==> config.mk <==
export PLATFORM = sky130hd
export DESIGN_NAME = parking_lane_arbiter
export DESIGN_NICKNAME = d
export VERILOG_FILES = /design/src/rtl/parking_lane_arbiter_pkg.sv /design/src/rtl/parking_lane_arbiter_occupancy_counter.sv /design/src/rtl/parking_lane_arbiter.sv
export SDC_FILE = /design/constraint.sdc
export NUM_CORES = 1
export LEC_CHECK = 0
export BUFFER_PORTS_ARGS = -buffer_cell sky130_fd_sc_hd__buf_2
export CORE_ASPECT_RATIO = 0.8
export CORE_UTILIZATION = 59
export DETAILED_ROUTE_END_ITERATION = 7
export PLACE_DENSITY = 0.84
export SLEW_MARGIN = 40
export SYNTH_ARGS = -nofsm -noshare
export SYNTH_HDL_FRONTEND = slang
export SYNTH_SLANG_ARGS = --single-unit
==> constraint.sdc <==
create_clock -name clock -period 3.7 [get_ports clock]
set_input_delay 0.74 -clock clock [delete_from_list [all_inputs] [get_ports clock]]
set_output_delay 0.74 -clock clock [all_outputs]
set_load 0.02 [all_outputs]
==> src/rtl/parking_lane_arbiter_pkg.sv <==
// Shared types and constants for the parking lane arbiter.
package parking_lane_arbiter_pkg;

  // Grant timer width; TIMEOUT_CYCLES must fit in it.
  localparam int TIMER_W  = 16;
  // Settle dead-time counter width; SETTLE_CYCLES must fit in it.
  localparam int SETTLE_W = 8;
  // Occupancy counter width.
  localparam int OCC_W    = 8;

  typedef enum logic [1:0] {
    ST_IDLE      = 2'd0,
    ST_GRANT_IN  = 2'd1,
    ST_GRANT_OUT = 2'd2,
    ST_SETTLE    = 2'd3
  } state_t;

  // Lane direction; the value doubles as the dir_in output level.
  typedef enum logic {
    DIR_EXIT  = 1'b0,
    DIR_ENTRY = 1'b1
  } dir_t;

endpackage

==> src/rtl/parking_lane_arbiter_occupancy_counter.sv <==
// Saturating up/down vehicle counter with registered full/empty flags and a
// sticky error flag (saturation attempt or an externally reported stray pass).
module occupancy_counter
  import parking_lane_arbiter_pkg::*;
#(
  parameter int CAPACITY = 200
) (
  input  logic             i_clk,
  input  logic             i_rst_n,
  input  logic             i_inc,
  input  logic             i_dec,
  input  logic             i_err,
  output logic [OCC_W-1:0] o_count,
  output logic             o_full,
  output logic             o_empty,
  output logic             o_err
);

  localparam logic [OCC_W-1:0] CAP = OCC_W'(CAPACITY);

  logic [OCC_W-1:0] r_count;
  logic             r_full;
  logic             r_empty;
  logic             r_err;

  logic             w_at_cap;
  logic             w_at_zero;
  logic             w_inc_ok;
  logic             w_dec_ok;
  logic             w_sat;
  logic [OCC_W-1:0] w_count_next;

  assign w_at_cap  = (r_count == CAP);
  assign w_at_zero = (r_count == '0);
  assign w_inc_ok  = i_inc & ~w_at_cap;
  assign w_dec_ok  = i_dec & ~w_at_zero;
  assign w_sat     = (i_inc & w_at_cap) | (i_dec & w_at_zero);

  // Next count: a blocked step at either rail leaves the count unchanged.
  always_comb begin
    w_count_next = r_count;
    if (w_inc_ok && !w_dec_ok) begin
      w_count_next = r_count + 1'b1;
    end else if (w_dec_ok && !w_inc_ok) begin
      w_count_next = r_count - 1'b1;
    end
  end

  // Count and flags update together so full/empty never lag the count.
  always_ff @(posedge i_clk or negedge i_rst_n) begin
    if (!i_rst_n) begin
      r_count <= '0;
      r_full  <= 1'b0;
      r_empty <= 1'b1;
      r_err   <= 1'b0;
    end else begin
      r_count <= w_count_next;
      r_full  <= (w_count_next == CAP);
      r_empty <= (w_count_next == '0);
      if (w_sat || i_err) begin
        r_err <= 1'b1;
      end
    end
  end

  assign o_count = r_count;
  assign o_full  = r_full;
  assign o_empty = r_empty;
  assign o_err   = r_err;

endmodule

==> src/rtl/parking_lane_arbiter.sv <==
// Single-lane barrier arbiter: grants the shared lane to entry or exit,
// round-robin on ties, closes on pass or timeout, then enforces a settle gap.
module parking_lane_arbiter
  import parking_lane_arbiter_pkg::*;
#(
  parameter int CAPACITY       = 200,
  parameter int TIMEOUT_CYCLES = 1024,
  parameter int SETTLE_CYCLES  = 16
) (
  input  logic       clock,
  input  logic       reset,
  input  logic       in_req,
  input  logic       out_req,
  input  logic       pass,
  output logic       gate_open,
  output logic       dir_in,
  output logic [7:0] occupancy,
  output logic       lot_full,
  output logic       lot_empty,
  output logic       timeout,
  output logic       count_err
);

  localparam logic [TIMER_W-1:0]  TIMER_LAST  = TIMER_W'(TIMEOUT_CYCLES - 1);
  localparam logic [SETTLE_W-1:0] SETTLE_LAST = SETTLE_W'(SETTLE_CYCLES - 1);

  state_t              r_state;
  dir_t                r_last_served;
  logic [TIMER_W-1:0]  r_timer;
  logic [SETTLE_W-1:0] r_settle_cnt;
  logic                r_gate_open;
  logic                r_dir_in;
  logic                r_timeout;

  logic w_in_elig;
  logic w_out_elig;
  logic w_grant_entry;
  logic w_in_grant;
  logic w_out_grant;
  logic w_timer_done;
  logic w_inc;
  logic w_dec;
  logic w_stray_pass;

  // Entry is blocked while the lot is full; exit is always eligible.
  assign w_in_elig  = in_req & ~lot_full;
  assign w_out_elig = out_req;
  // On a tie, serve the direction that did not go last.
  assign w_grant_entry = w_in_elig & (~w_out_elig | (r_last_served == DIR_EXIT));

  assign w_in_grant   = (r_state == ST_GRANT_IN);
  assign w_out_grant  = (r_state == ST_GRANT_OUT);
  assign w_timer_done = (r_timer == TIMER_LAST);

  assign w_inc        = w_in_grant & pass;
  assign w_dec        = w_out_grant & pass;
  assign w_stray_pass = pass & ~(w_in_grant | w_out_grant);

  // Lane FSM with registered barrier, direction and timeout outputs.
  always_ff @(posedge clock or negedge reset) begin
    if (!reset) begin
      r_state       <= ST_IDLE;
      r_last_served <= DIR_ENTRY;
      r_timer       <= '0;
      r_settle_cnt  <= '0;
      r_gate_open   <= 1'b0;
      r_dir_in      <= 1'b0;
      r_timeout     <= 1'b0;
    end else begin
      r_timeout <= 1'b0;
      case (r_state)
        ST_IDLE: begin
          if (w_in_elig || w_out_elig) begin
            r_timer     <= '0;
            r_gate_open <= 1'b1;
            if (w_grant_entry) begin
              r_state  <= ST_GRANT_IN;
              r_dir_in <= 1'b1;
            end else begin
              r_state  <= ST_GRANT_OUT;
              r_dir_in <= 1'b0;
            end
          end
        end
        ST_GRANT_IN, ST_GRANT_OUT: begin
          // Only pass or expiry closes the lane; a pass wins over expiry.
          if (pass || w_timer_done) begin
            r_state       <= ST_SETTLE;
            r_settle_cnt  <= '0;
            r_gate_open   <= 1'b0;
            r_dir_in      <= 1'b0;
            r_last_served <= w_in_grant ? DIR_ENTRY : DIR_EXIT;
            if (!pass) begin
              r_timeout <= 1'b1;
            end
          end else begin
            r_timer <= r_timer + 1'b1;
          end
        end
        ST_SETTLE: begin
          if (r_settle_cnt == SETTLE_LAST) begin
            r_state <= ST_IDLE;
          end else begin
            r_settle_cnt <= r_settle_cnt + 1'b1;
          end
        end
        default: begin
          r_state     <= ST_IDLE;
          r_gate_open <= 1'b0;
          r_dir_in    <= 1'b0;
        end
      endcase
    end
  end

  occupancy_counter #(
    .CAPACITY (CAPACITY)
  ) u_occupancy_counter (
    .i_clk   (clock),
    .i_rst_n (reset),
    .i_inc   (w_inc),
    .i_dec   (w_dec),
    .i_err   (w_stray_pass),
    .o_count (occupancy),
    .o_full  (lot_full),
    .o_empty (lot_empty),
    .o_err   (count_err)
  );

  assign gate_open = r_gate_open;
  assign dir_in    = r_dir_in;
  assign timeout   = r_timeout;

endmodule
# Word level (Yosys, flattened, before mapping)
# Index checks and enable logic that the tools add are counted.
totals:
  register_bits: 41
  output_inout_bits: 14
classes:
  addsub: 4
  eq_ne: 12
  n_mux: 23
  n_bitwise: 18
  reduce_logical: 18
ops:
  columns: ["operator", "n"]
  rows:
  - ["$mux W16", 2]
  - ["$mux W8", 4]
  - ["$pmux W16 S2", 1]
  - ["$add A16 B1 Y16 const B", 1]
  - ["$add A8 B1 Y8 const B", 2]
  - ["$eq A16 B10 Y1 const B", 1]
  - ["$eq A8 B8 Y1 const B", 2]
  - ["$logic_not A8 Y1", 2]
  - ["$pmux W8 S2", 1]
  - ["$reduce_and A3 Y1", 4]
  - ["$ne A2 B2 Y1 const B", 5]
  - ["$and A1 B1 Y1", 9]
  - ["$eq A8 B4 Y1 const B", 1]
  - ["$mux W1", 8]
  - ["$mux W2", 4]
  - ["$sub A8 B1 Y8 const B", 1]
  - ["$not A1 Y1", 6]
  - ["$pmux W2 S3", 1]
  - ["$eq A2 B2 Y1 const B", 2]
  - ["$pmux W1 S2", 2]
  - ["$reduce_bool A2 Y1", 2]
  - ["$logic_or A1 B1 Y1", 3]
  - ["$or A1 B1 Y1", 3]
  - ["$eq A2 B1 Y1 const B", 1]
  - ["other kinds (5)", 7]

# Depth between registers and ports, before layout
# Gate-level depths: netlist of run 1.
depth:
  word_depth: 8
  ltp_mapped: 10
  ltp_nobuf: 9

# Modules after synthesis
# From an unflattened synthesis of run 1, not the netlist that was laid out.
unflattened:
  hier_cells: 296
  hier_area_um2: 2700.1
modules_own_cells:
  columns: ["mod", "instances", "cells_per_inst", "area_per_inst_um2", "seq_area_each_um2"]
  rows:
  - ["parking_lane_arbiter", 1, 225, 1991.9, 752.0]
  - ["occupancy_counter", 1, 71, 708.2, 276.5]

# Worst setup path before layout of run 1
# OpenSTA, ideal clock, no wires.
synth_timing:
  path_kind: "input to register"
  from: "input port pass"
  to: "register u_occupancy_counter.r_full, in the netlist u_occupancy_counter.o_full"
  setup_ns: 0.068
  t_arrival_ns: 2.736
  required_time_ns: 3.632
  slack_ns: 0.896
  cell_stages: 8
  path_cell_list: "clkbuf_8 > nand2_1 > or4_1 > a221oi_2 > o22ai_2 > xnor2_1 > or4_1 > and4b_1"
synth_between:
  elab_chain_cells: 7
  word_cells_on_any_way: 11
synth_lines:
  columns: ["item", "line_no", "text"]
  rows:
  - ["start: declaration", "parking_lane_arbiter.sv:14", "input logic pass,"]
  - ["$and A1 B1 Y1", "parking_lane_arbiter.sv:55", "assign w_inc = w_in_grant & pass;"]
  - ["$and A1 B1 Y1", "parking_lane_arbiter_occupancy_counter.sv:35", "assign w_inc_ok = i_inc & ~w_at_cap;"]
  - ["$logic_not A1 Y1", "parking_lane_arbiter_occupancy_counter.sv:44", "end else if (w_dec_ok && !w_inc_ok) begin"]
  - ["$logic_and A1 B1 Y1", "parking_lane_arbiter_occupancy_counter.sv:44", null]
  - ["$mux W8", "parking_lane_arbiter_occupancy_counter.sv:44", null]
  - ["$mux W8 *", "parking_lane_arbiter_occupancy_counter.sv:42", "if (w_inc_ok && !w_dec_ok) begin"]
  - ["via u_occupancy_counter.w_count_next[5]", "parking_lane_arbiter_occupancy_counter.sv:31", "logic [OCC_W-1:0] w_count_next;"]
  - ["$eq A8 B8 Y1 *", "parking_lane_arbiter_occupancy_counter.sv:58", "r_full <= (w_count_next == CAP);"]
  - ["end signal: assignment", "parking_lane_arbiter_occupancy_counter.sv:58", null]
  - ["end: declaration", "parking_lane_arbiter_occupancy_counter.sv:22", "logic r_full;"]
# Mark *: on every way through the listed nets, which the timed path passes. The rest lies on a longest branch.
# A chain may end at the register's enable or synchronous reset.

# Final worst setup path of run 1
layout_timing:
  from: "register r_state[0]"
  to: "register u_occupancy_counter.r_full, in the netlist u_occupancy_counter.o_full"
layout_between:
  elab_chain_cells: 8
  word_cells_on_any_way: 13
layout_lines:
  columns: ["item", "line_no", "text"]
  rows:
  - ["start: declaration", "parking_lane_arbiter.sv:27", "state_t r_state;"]
  - ["start signal: assignment", "parking_lane_arbiter.sv:62", "r_state <= ST_IDLE;"]
  - ["start signal: assignment", "parking_lane_arbiter.sv:77", "r_state <= ST_GRANT_IN;"]
  - ["start signal: assignment", "parking_lane_arbiter.sv:80", "r_state <= ST_GRANT_OUT;"]
  - ["$eq A2 B1 Y1", "parking_lane_arbiter.sv:51", "assign w_in_grant = (r_state == ST_GRANT_IN);"]
  - ["$and A1 B1 Y1", "parking_lane_arbiter.sv:55", null]
  - ["$and A1 B1 Y1", "parking_lane_arbiter_occupancy_counter.sv:35", null]
  - ["$logic_not A1 Y1", "parking_lane_arbiter_occupancy_counter.sv:44", null]
  - ["$logic_and A1 B1 Y1", "parking_lane_arbiter_occupancy_counter.sv:44", null]
  - ["$mux W8", "parking_lane_arbiter_occupancy_counter.sv:44", null]
  - ["$mux W8 *", "parking_lane_arbiter_occupancy_counter.sv:42", null]
  - ["via u_occupancy_counter.w_count_next[5]", "parking_lane_arbiter_occupancy_counter.sv:31", null]
  - ["$eq A8 B8 Y1 *", "parking_lane_arbiter_occupancy_counter.sv:58", null]
# Marks and branches as above.

==> flow_summary_export.csv, run 1 <==
group,metric,value,unit
power,p_per_area,732,mW/mm2
worst_setup_path,cp_data_arrival_time,3.22,ns
worst_setup_path,cpLargestDelayFamily,"simple AND/OR/NAND/NOR gates",
floorplan,die_area,0.00429,mm2
worst_setup_path,cp_num_cells,9,
worst_setup_path,path_class,"flip-flop to flip-flop",
placement,place_hpwl,3300,um
global_route,antenna_found_initial,0,
global_route,grt_pass1_wl,7710,um
clocking,cts_num_sinks,41,
detailed_routing,wl_met2,2150,um
power,power.share.combinational,0.494,
timing,timing.slew.headroom,0.542,
finish,instances_no_fill,332,
finish,fin_util,0.678,
finish,antennaDiodeCount,0,
power,p_int,0.00101,W
timing,max_slew.worst_pin.slew,0.681,ns
clocking,cts_tree,"yes",
yosys,netlist-cell-type-count,54,
timing,min_period,3.00,ns
clocking,cts-root-buf,"clkbuf_8",
global_route,grt_pass1_vias,1724,
timing,fin_setup_tns,0,ns
timing,max_freq,333,MHz
global_route,grt_usage,0.235,
detailed_routing,postRouteWirelength,4740,um
timing,whs,0.418,ns
detailed_routing,first_pass_iters,4,
worst_setup_path,max_stage_delay,0.57,ns
finish,final_layout_size_suffix_gt1_frac,0.155,
worst_setup_path,r2r_end,"u_occupancy_counter.o_full",
detailed_routing,antenna_left,0,
worst_setup_path,cp.required,3.92,ns
worst_setup_path,path_max_fanout,7,
placement,pre_cts_slack,0.644,ns
job,maxCapViolations,0,
worst_setup_path,crit_path_start_kind,"flip-flop",
detailed_routing,wl_met1,2330,um
clocking,htree_levels,2,
timing,fin_skew,0.00888,ns
yosys,netlist_area,0.00238,mm2
yosys,syn_area_per_cell,9.29,um2
placement,gp_congestion,0.921,
clocking,clockBufferDepth,2,
yosys,synth_commonest_cells,"dfrtp_1, nor2_1, nand2_1, xnor2_1, o21ai_0",
power,p_sw_frac,0.471,
detailed_routing,route.detailed.drc,0,
yosys,synth-main-ff-cell,"dfrtp_1",
floorplan,core_area,0.00383,mm2
detailed_routing,via_per_inst,5.72,
floorplan,chipWidth,73.0,um
worst_setup_path,crit_chain,"inv_1 -> ha_1 -> nand2_1 -> or4_1 -> a221oi_2 -> o22ai_2 -> xnor2_1 -> or4_1 -> and4b_1",
yosys,yosys_register_bits,41,
power,leakage,1.15,nW
clocking,cts_setup_buffers,0,
clocking,clk_latency,0.29,ns
detailed_routing,drtIter0Drc,158,
worst_setup_path,reg2reg_slack,0.70,ns
yosys,async_flop_share,1.00,
worst_setup_path,crit_path_end_kind,"flip-flop",
detailed_routing,wire_per_inst,14.3,um
global_route,grt_max_degree,42,
detailed_routing,maxUsedRoutingLayer,"met4",
finish,final_nets,291,
floorplan,ios,19,
yosys,ys_warn_count,0,
timing,timing.final.ws_setup,0.701,ns
timing,rsz0062_at_grt,"no",
floorplan,start_util,0.621,
placement,place_inst,325,
detailed_routing,routed-wl-met3,229,um
timing,slew_violations,0,
hold_path,min_path_type,"primary input to async pin",
finish,area_delta_synth_final,9.15,%
yosys,netlist_instances,256,
yosys,synth_top_area_frac,0.410,
yosys,synth_edf_count,0,
global_route,grt_remaining_overflow,0,
placement,io_buffers,18,
power,irDropWorstVdd,0.451,mV
status,status,"finished, final reports clean",
worst_setup_path,critPathMostFrequentCell,"or4_1",
timing,setup_violations,0,
finish,nFillCells,311,
timing,hold_viol,0,
clocking,cts.repair.resized,0,
yosys,yosysTopAreaCell,"dfrtp_1",
worst_setup_path,slowest_stage,"or4_1",
power,clock_power_share,0.142,
floorplan,placementRows,20,
floorplan,die_y,58.8,um
clocking,clk_pin_slew,0.08,ns
yosys,yosysSeqAreaShare,0.432,
worst_setup_path,r2r-start,"r_state[0]",
timing,period_share,0.810,
power,p_seq_frac,0.364,
worst_setup_path,r2r_cells,9,
worst_setup_path,path_buf_inv,1,
yosys,synth_nets,270,
yosys,yosys-top-cells-area,"dfrtp_1, xnor2_1, ha_1",
yosys,synth.most_common_cell,"dfrtp_1",
detailed_routing,vias,1900,
power,power.switching,0.000895,W
clocking,cts_hold_buf,0,
clocking,cts_buffers,5,
## power groups by stage
stage / Combinational [W] / Clock, W / Sequential, W
final: 0.000939 / 0.000270 / 0.000691
after global routing: 0.00102 / 0.000292 / 0.000706
after CTS: 0.000926 / 0.000278 / 0.000688
after detailed placement: 0.000919 / 0 / 0.000695
after global placement: 0.000895 / 0 / 0.000689
after floorplan: 0.000628 / 0 / 0.000734
## per-layer routing
layer | up-vias | global-route usage
li1 | 941 | -
met1 | 890 | 0.337
met2 | 65 | 0.364
met3 | 4 | 0.0479
met4 | 0 | 0.0616
met5 | - | 0
## placed cells by master, fill, tap and decap left out, types with 2 or more instances in the layout
| cell | synthesis | routed |
|---|---|---|
| nand2b_1 | 4 | 4 |
| nand3_1 | 14 | 14 |
| o21ai_0 | 17 | 17 |
| nand2_1 | 26 | 26 |
| nor3_1 | 12 | 12 |
| a21oi_1 | 7 | 7 |
| nor2_1 | 27 | 26 |
| inv_1 | 14 | 14 |
| mux2_2 | 2 | 2 |
| o21a_1 | 2 | 2 |
| nor4_1 | 5 | 5 |
| nor3b_1 | 2 | 2 |
| nand4_1 | 4 | 4 |
| or3_1 | 2 | 2 |
| clkbuf_8 | 1 | 5 |
| a31oi_1 | 3 | 3 |
| or4_1 | 3 | 3 |
| buf_4 | 1 | 3 |
| dfrtp_1 | 39 | 39 |
| xor2_1 | 6 | 6 |
| xnor2_1 | 18 | 18 |
| a22o_1 | 2 | 2 |
| buf_2 | 1 | 17 |
| ha_1 | 9 | 9 |
| and3_1 | 4 | 4 |
| dfstp_2 | 2 | 2 |
## worst reg2reg max path, cell delays in order (launching register included)
cell      delay [ns]
dfrtp_1         0.42
inv_1           0.10
ha_1            0.30
nand2_1         0.14
or4_1           0.46
a221oi_2        0.37
o22ai_2         0.15
xnor2_1         0.15
or4_1           0.57
and4b_1         0.27
## area by class of cell
cell class | instances | area (um2) | share of cell area
Multi-Input combinational cell | 195 | 1260 | 0.486
Sequential cell | 41 | 1030 | 0.396
Timing Repair Buffer | 20 | 108 | 0.0414
Clock buffer | 6 | 72.6 | 0.0280
Tap cell | 55 | 68.8 | 0.0265
Inverter | 14 | 52.6 | 0.0202
Clock inverter | 1 | 5.00 | 0.00193
## sequential cells by signal, indices dropped and copies added (netlist names)
name,cells
timeout,1
r_state,2
gate_open,1
r_settle_cnt,8
r_timer,16
u_occupancy_counter.o_empty,1
dir_in,1
u_occupancy_counter.o_full,1
u_occupancy_counter.o_err,1
r_last_served,1
u_occupancy_counter.o_count,8
## logic make-up after synthesis
| kind of cell | count (synthesis) | share of synthesized area |
|---|---|---|
| multiplexers | 2 | 0.00947 |
| buffers and inverters | 20 | 0.0384 |
| AND/OR/NAND/NOR | 112 | 0.240 |
| XOR/XNOR | 24 | 0.0884 |
| adder cells (fa/ha/maj) | 9 | 0.0473 |
| AO/OA/AOI/OAI | 48 | 0.144 |
| flip-flops | 41 | 0.432 |
## through the flow
| stage | cell area [um2] | power, W |
|---|---|---|
| finish | 2600 | 0.00190 |
| global route | 2600 | 0.00202 |
| global placement | 2510 | 0.00158 |
| CTS | 2600 | 0.00189 |
| detailed placement | 2520 | 0.00161 |
| floorplan | 2380 | 0.00136 |
## worst max path at each step
stage,from,to,slack (ns)
floorplan,pass,u_occupancy_counter.o_full,0.90
global placement,pass,u_occupancy_counter.o_full,0.74
detailed placement,pass,u_occupancy_counter.o_full,0.64
CTS,r_state[0],u_occupancy_counter.o_full,0.74
global route,r_state[0],u_occupancy_counter.o_full,0.58
finish,r_state[0],u_occupancy_counter.o_full,0.70
No activity file was read; power rests on OpenSTA's default activity.
==> run 2: changes to the inputs <==
CORE_UTILIZATION = 54   (was 59)
PLACE_DENSITY = 0.81   (was 0.84)
clock period = 2.7 ns   (was 3.7 ns; I/O delays follow)
==> flow_summary_export.csv, run 2 (synthesized netlist as in run 1, its figures left out) <==
group,metric,value,unit
power,power.share.combinational,0.537,
placement,io_buffers,18,
finish,nFillCells,330,
floorplan,die_area,0.00468,mm2
clocking,clockBufferDepth,2,
worst_setup_path,cpLargestDelayFamily,"simple AND/OR/NAND/NOR gates",
detailed_routing,via_per_inst,5.49,
timing,period_share,0.951,
global_route,grt_usage,0.233,
timing,fin_skew,0.00440,ns
worst_setup_path,crit_path_end_kind,"flip-flop",
placement,dpl_cell_area,0.00263,mm2
floorplan,ios,19,
timing,slew_violations,0,
worst_setup_path,path_class,"flip-flop to flip-flop",
clocking,cts_buffers,5,
floorplan,core_area,0.00420,mm2
worst_setup_path,path_buf_inv,1,
finish,layout_commonest_cell,"dfrtp_1",
job,maxCapViolations,0,
finish,fin_util,0.687,
power,p_sw_frac,0.443,
finish,layout_common_cells,"dfrtp_1, nand2_1, nor2_1",
power,clock_power_share,0.171,
worst_setup_path,crit_chain,"inv_1 -> ha_2 -> nand2_2 -> or4_4 -> a221oi_4 -> o22ai_2 -> xnor2_1 -> or4_4 -> and4b_1",
detailed_routing,first_pass_iters,4,
power,p_per_area,1060,mW/mm2
finish,area_delta_synth_final,21.5,%
finish,top_register,"r_timer",
detailed_routing,antenna_left,0,
power,p_seq_frac,0.292,
timing,hold_viol,0,
finish,final_area,0.00289,mm2
floorplan,placementRows,21,
finish,antennaDiodeCount,0,
worst_setup_path,max_stage_delay,0.51,ns
global_route,grt_max_degree,42,
detailed_routing,postRouteWirelength,5040,um
placement,pre_cts_slack,-0.0999,ns
placement,gp_congestion,0.895,
detailed_routing,wire_per_inst,14.2,um
floorplan,chipWidth,76.2,um
timing,max_slew.worst_pin.slew,0.505,ns
clocking,cts_tree,"yes",
worst_setup_path,cp_data_arrival_time,2.82,ns
worst_setup_path,path_max_fanout,3,
timing,setup_violations,0,
power,power.switching,0.00136,W
clocking,clk_latency,0.31,ns
worst_setup_path,cp.required,2.95,ns
finish,final_nets,311,
hold_path,min_path_type,"primary input to async pin",
global_route,grt_pass1_vias,1729,
timing,whs,0.198,ns
power,p_total,0.00307,W
detailed_routing,vias,1950,
timing,timing.slew.headroom,0.663,
floorplan,die_y,61.4,um
timing,rsz0062_at_grt,"no",
clocking,htree_levels,2,
power,p_int,0.00171,W
clocking,cts_num_sinks,41,
global_route,grt_remaining_overflow,0,
timing,max_freq,389,MHz
placement,place_hpwl,3460,um
floorplan,start_util,0.566,
timing,min_period,2.57,ns
detailed_routing,route.detailed.drc,0,
clocking,cts-root-buf,"clkbuf_8",
global_route,grt_pass1_wl,8140,um
power,irDropWorstVdd,0.720,mV
finish,multi_input_comb_area,0.00136,mm2
finish,final_layout_size_suffix_gt1_frac,0.268,
finish,seqCellArea,0.00103,mm2
power,leakage,1.27,nW
worst_setup_path,critPathMostFrequentCell,"or4_4",
global_route,antenna_found_initial,0,
status,status,"finished, final reports clean",
clocking,clk_pin_slew,0.08,ns
worst_setup_path,slowest_stage,"or4_4",
detailed_routing,drtIter0Drc,117,
finish,largest_reg_flops,16,
timing,timing.final.ws_setup,0.133,ns
worst_setup_path,crit_path_start_kind,"flip-flop",
run 2: worst reg2reg max path, stage by stage (launching register included):
cell and delay, ns:
dfrtp_1 0.38, inv_1 0.08, ha_2 0.19, nand2_2 0.07, or4_4 0.51, a221oi_4 0.31
o22ai_2 0.13, xnor2_1 0.16, or4_4 0.44, and4b_1 0.25
run 2: power by group through the flow:
stage / logic [W] / registers [W] / clock network [W]
after floorplan: 0.000861 / 0.00101 / 0
after CTS: 0.00149 / 0.000892 / 0.000524
after global routing: 0.00183 / 0.000916 / 0.000565
after global placement: 0.00143 / 0.000891 / 0
final: 0.00165 / 0.000898 / 0.000524
after detailed placement: 0.00147 / 0.000893 / 0
run 2: layer usage:
layer / global-route usage / vias up / routed length, um
li1: - / 984 / -
met1: 0.330 / 923 / 2520
met2: 0.354 / 35 / 2220
met3: 0.0667 / 8 / 215
met4: 0.0659 / 0 / 82
met5: 0 / - / 0
run 2: path summary, 6_finish.rpt:
kind / cells past startpoint / slack (ns) / end / from
max: 9 / 0.13 / u_occupancy_counter.o_full / r_state[0]
min in group clock: 1 / 0.48 / gate_open / gate_open
max in group asynchronous: 1 / 2.13 / r_last_served / reset
min: 1 / 0.20 / r_timer[5] / reset
max reg2reg: 9 / 0.13 / u_occupancy_counter.o_full / r_state[0]
min reg2reg: 1 / 0.48 / gate_open / gate_open
run 2: final cells by class:
cell class,instances,share of cell area
Clock buffer,7,0.0299
Clock inverter,1,0.0104
Inverter,14,0.0182
Multi-Input combinational cell,195,0.470
Sequential cell,41,0.356
Tap cell,57,0.0247
Timing Repair Buffer,40,0.0905
run 2: per-stage QoR:
step / cells / setup TNS, ns
final: 355 / 0
after global routing: 355 / 0
after CTS: 350 / 0
after detailed placement: 342 / -0.117
after global placement: 342 / 0
after floorplan: 256 / 0
run 2: timing repair:
action | 4_1_cts | 5_1_grt
buffers inserted | 0 | 5
setup endpoints to repair | 2 | 2
pin swaps | 0 | 10
hold buffers | 0 | 0
resized for setup | 2 | 23
